===== config.mk =====
export PLATFORM = sky130hd
export DESIGN_NAME = input_debouncer
export DESIGN_NICKNAME = d
export VERILOG_FILES = /design/src/rtl/input_debouncer_pkg.sv /design/src/rtl/input_debouncer_debounce_channel.sv /design/src/rtl/input_debouncer.sv
export SDC_FILE = /design/constraint.sdc
export NUM_CORES = 1
export LEC_CHECK = 0
export ABC_CLOCK_PERIOD_IN_PS = 1900
export CAP_MARGIN = 0
export CORE_UTILIZATION = 60
export CTS_CLUSTER_SIZE = 10
export DETAILED_ROUTE_END_ITERATION = 7
export GPL_TIMING_DRIVEN = 1
export HOLD_SLACK_MARGIN = 0.12
export PLACE_DENSITY = 0.78
export SYNTH_ARGS = -nofsm -noshare
export SYNTH_HDL_FRONTEND = slang
export SYNTH_HIERARCHICAL = 1
export SYNTH_SLANG_ARGS = --single-unit

===== constraint.sdc =====
create_clock -name clk -period 1.9 [get_ports clk]
set_clock_uncertainty 0.05 [all_clocks]
set_input_delay 0.475 -clock clk [delete_from_list [all_inputs] [get_ports clk]]
set_output_delay 0.475 -clock clk [all_outputs]
set_load 0.02 [all_outputs]

===== src/rtl/input_debouncer_pkg.sv =====
// Shared constants and types for the five-channel board input debouncer.
package input_debouncer_pkg;

   // 1 ms of stable input at a 50 MHz system clock
   localparam int unsigned DEBOUNCE_CYCLES_DEFAULT = 50000;

   // Board push-buttons pull the pin low when pressed
   localparam bit BTN_ACTIVE_LOW_DEFAULT = 1'b1;

   localparam int unsigned NUM_CHANNELS = 5;

   // Position of each channel inside the internal channel vectors
   typedef enum int unsigned {
      CH_NEXT_LED = 0,
      CH_MODE     = 1,
      CH_CYCLIC   = 2,
      CH_SW_H     = 3,
      CH_SW_L     = 4
   } channel_e;

   // Counter width able to hold 0..n-1
   function automatic int unsigned count_width(input int unsigned n);
      return $clog2(n);
   endfunction

endpackage


===== src/rtl/input_debouncer_debounce_channel.sv =====
// One debounce channel: 2-flop synchroniser, stability counter, debounced
// level and a one-cycle strobe on each rising edge of the level.
module debounce_channel
   import input_debouncer_pkg::*;
#(
   parameter int unsigned N = DEBOUNCE_CYCLES_DEFAULT
) (
   input  logic clk,
   input  logic async_reset,
   input  logic pin,
   output logic level,
   output logic pulse
);

   localparam int unsigned W = count_width(N);
   localparam logic [W-1:0] LAST = W'(N - 1);

   logic          sync_meta;
   logic          sync_out;
   logic [W-1:0]  count;

   // Bring the asynchronous pin into the clock domain
   always_ff @(posedge clk or posedge async_reset) begin
      if (async_reset) begin
         sync_meta <= 1'b0;
         sync_out  <= 1'b0;
      end else begin
         sync_meta <= pin;
         sync_out  <= sync_meta;
      end
   end

   // Accept a new level only after it has differed for N consecutive cycles
   always_ff @(posedge clk or posedge async_reset) begin
      if (async_reset) begin
         count <= '0;
         level <= 1'b0;
         pulse <= 1'b0;
      end else begin
         pulse <= 1'b0;
         if (sync_out == level) begin
            count <= '0;
         end else if (count == LAST) begin
            count <= '0;
            level <= sync_out;
            pulse <= sync_out;
         end else begin
            count <= count + W'(1);
         end
      end
   end

endmodule


===== src/rtl/input_debouncer.sv =====
// Debounces three push-buttons and two slide-switches. Buttons are turned
// into logical "1 = pressed" levels before synchronisation so every channel
// works on the same polarity.
module input_debouncer
   import input_debouncer_pkg::*;
#(
   parameter int unsigned DEBOUNCE_CYCLES = DEBOUNCE_CYCLES_DEFAULT,
   parameter bit          BTN_ACTIVE_LOW  = BTN_ACTIVE_LOW_DEFAULT
) (
   input  logic clk,
   input  logic async_reset,
   input  logic btn_next_led_raw,
   input  logic btn_mode_raw,
   input  logic btn_cyclic_raw,
   input  logic sw_h_raw,
   input  logic sw_l_raw,
   output logic btn_next_led_debounded,
   output logic btn_mode_debounced,
   output logic btn_cyclic_debounced,
   output logic btn_next_led_pulse,
   output logic btn_mode_pulse,
   output logic btn_cyclic_pulse,
   output logic sw_h_debounced,
   output logic sw_l_debounced
);

   localparam logic BTN_INVERT = BTN_ACTIVE_LOW;

   logic [NUM_CHANNELS-1:0] logical_pins;
   logic                    sw_h_pulse_unused;
   logic                    sw_l_pulse_unused;

   assign logical_pins[CH_NEXT_LED] = btn_next_led_raw ^ BTN_INVERT;
   assign logical_pins[CH_MODE]     = btn_mode_raw ^ BTN_INVERT;
   assign logical_pins[CH_CYCLIC]   = btn_cyclic_raw ^ BTN_INVERT;
   assign logical_pins[CH_SW_H]     = sw_h_raw;
   assign logical_pins[CH_SW_L]     = sw_l_raw;

   debounce_channel #(.N(DEBOUNCE_CYCLES)) u_next_led (
      .clk         (clk),
      .async_reset (async_reset),
      .pin         (logical_pins[CH_NEXT_LED]),
      .level       (btn_next_led_debounded),
      .pulse       (btn_next_led_pulse)
   );

   debounce_channel #(.N(DEBOUNCE_CYCLES)) u_mode (
      .clk         (clk),
      .async_reset (async_reset),
      .pin         (logical_pins[CH_MODE]),
      .level       (btn_mode_debounced),
      .pulse       (btn_mode_pulse)
   );

   debounce_channel #(.N(DEBOUNCE_CYCLES)) u_cyclic (
      .clk         (clk),
      .async_reset (async_reset),
      .pin         (logical_pins[CH_CYCLIC]),
      .level       (btn_cyclic_debounced),
      .pulse       (btn_cyclic_pulse)
   );

   debounce_channel #(.N(DEBOUNCE_CYCLES)) u_sw_h (
      .clk         (clk),
      .async_reset (async_reset),
      .pin         (logical_pins[CH_SW_H]),
      .level       (sw_h_debounced),
      .pulse       (sw_h_pulse_unused)
   );

   debounce_channel #(.N(DEBOUNCE_CYCLES)) u_sw_l (
      .clk         (clk),
      .async_reset (async_reset),
      .pin         (logical_pins[CH_SW_L]),
      .level       (sw_l_debounced),
      .pulse       (sw_l_pulse_unused)
   );

endmodule


==> metrics.cfg <==
[run_status]
outcome = complete, no violations

[routing]
drtIter0Drc = 192
vias = 3259
drtPass1Iterations = 5
drc = 0
ant_nets = 0
routed_wl_um = 8150
vias_per_cell = 5.63
avgRoutedWirePerCell_um = 14.1

[floorplan]
fp.dieArea_sq_mm = 0.00825
die_w_um = 90.8
pin_count = 15
rows = 32
initial_core_util_pct = 61.6
core_area_sq_mm = 0.00769
die_y_um = 90.8

[pwr]
power.density_mw_per_mm2 = 697
p_int_w = 0.00279
combPwrFrac_pct = 4.3
p_sw_share_pct = 22.4
pwr-share-clk_pct = 35.7
p_leak_nw = 2.17
worst_ir_drop_vdd_v = 0.000461
p_seq_share_pct = 60.0
finalPower_w = 0.00359
power_switching_w = 0.000802

[synth]
syn_nets = 465
yosysWarningCount = 6
synth.avg_cell_area_sq_um = 10.5
syn_inst = 453
synth_area_sq_mm = 0.00473

[global_routing]
use_met1_pct = 29.8
grt_start_max_net_pins = 21
grt_pass1_wl_um = 14600
antenna_found_initial = 0
met3_usage_pct = 5.30
grt_pass1_vias = 3161
gr-usage-met2_pct = 35.2
grt-ovfl-total = 0
grt_usage_pct = 22.0
top_usage_layer = met2

[critical_path]
crit_arrival_ns = 1.31
cp_max_fo = 1
reg2reg_depth = 4
cp.required_ns = 1.37
end_kind = output pin
path_cells = clkdlybuf4s50_1
critPathKind = flip-flop to output pin
worst-path-buf-inv = 1
cp_top_family = buffers and inverters
cp_slowest_cell = clkdlybuf4s50_1
path_depth = 1
max_stage_delay_ns = 0.61
start_kind = flip-flop

[cts]
h-tree-depth = 3
post_cts_buffers = 0
clk_path_buf_depth = 2
cts_num_sinks = 98
cts-buffers-inserted = 9
root_buffer = clkbuf_8
cts_tree = built
hold_buffers = 0
insertion_delay_ns = 0.36
clkTransAtPathRegs_ns = 0.09

[sta]
tns_ns = 0
slew_headroom_pct = 75.5
rsz0062_at_grt = no
final-hold-violation-count = 0
max_freq_mhz = 544
period_share_pct = 96.7
fin_crit_ns = 1.84
setup_ws_ns = 0.0623
setup_viol = 0
tightest_slew_ns = 0.364
drv_slew = 0

[finish]
final_common_cell = dfrtp_1
drive_gt1_share_pct = 10.9
layout_common_cells = dfrtp_1 (98), nor2_1 (85), xnor2_1 (55)
area_growth_pct = 8.77
antennaDiodeCount = 0
fin_area_sq_mm = 0.00515
final_nets = 485

[placed_design]
dpl.hpwl_um = 5730
post-place-ws_ns = 0.210
dpl_cell_area_sq_mm = 0.00496
portBuffers = 14
place.gp.congestion = 0.936

[job]
cap_violations = 0

[worst_hold_path]
holdPathStages = 0
hp-class = flip-flop to flip-flop

==> layout make-up <==
type | count | area (sq um)
clock buffer | 11 | 131
clock inverter | 4 | 53.8
sequential | 98 | 2450
timing repair buffer | 29 | 259
multi-input combinational | 317 | 2060
tap | 102 | 128
fill | 595 | 2540
inverter | 18 | 67.6
==> worst paths after layout <==
path                                   start             endpoint  slack [ns]
setup / recovery              u_cyclic/pulse     btn_cyclic_pulse        0.06
hold / removal              u_sw_h/sync_meta      u_sw_h/sync_out        0.31
setup reg to reg           u_cyclic/count[7]       u_cyclic/pulse        0.17
hold reg to reg             u_sw_h/sync_meta      u_sw_h/sync_out        0.31
max in group asynchronous        async_reset  u_next_led/count[4]        1.06
min in group asynchronous        async_reset      u_sw_h/count[9]        0.51
==> power groups by stage <==
stage	registers, W	clock network (W)	logic, W
2_1_floorplan	0.00219	0	0.0000932
3_3_place_gp	0.00219	0	0.000150
3_5_place_dp	0.00219	0	0.000155
4_1_cts	0.00215	0.00133	0.000157
5_1_grt	0.00216	0.00142	0.000177
6_report	0.00215	0.00128	0.000153
==> flip-flops by register name, indices dropped and copies added (netlist names), 16 cells and up <==
register / count
u_mode/count: 16
u_sw_h/count: 16
u_cyclic/count: 16
u_sw_l/count: 16
u_next_led/count: 16
==> metal layers <==
layer | vias to the layer above | wire length [um]
met3 | 13 | 268
met1 | 1581 | 3810
met4 | 0 | 116
met5 | - | 0
li1 | 1600 | -
met2 | 65 | 3960
==> repair_timing <==
action	CTS	global route
pin swaps	0	0
endpoints found under the hold margin	0	0
setup endpoints to repair	3	4
gates resized for setup	3	4
==> stage by stage <==
stage	hold slack, ns	cells	utilization, %
final	0.313	579	67.0
after global routing	0.322	579	67.0
after CTS	0.315	579	66.9
after detailed placement	0.295	564	64.5
after global placement	0.285	564	64.5
after floorplan	0.281	453	-
Power figures use the tool's default switching activity.
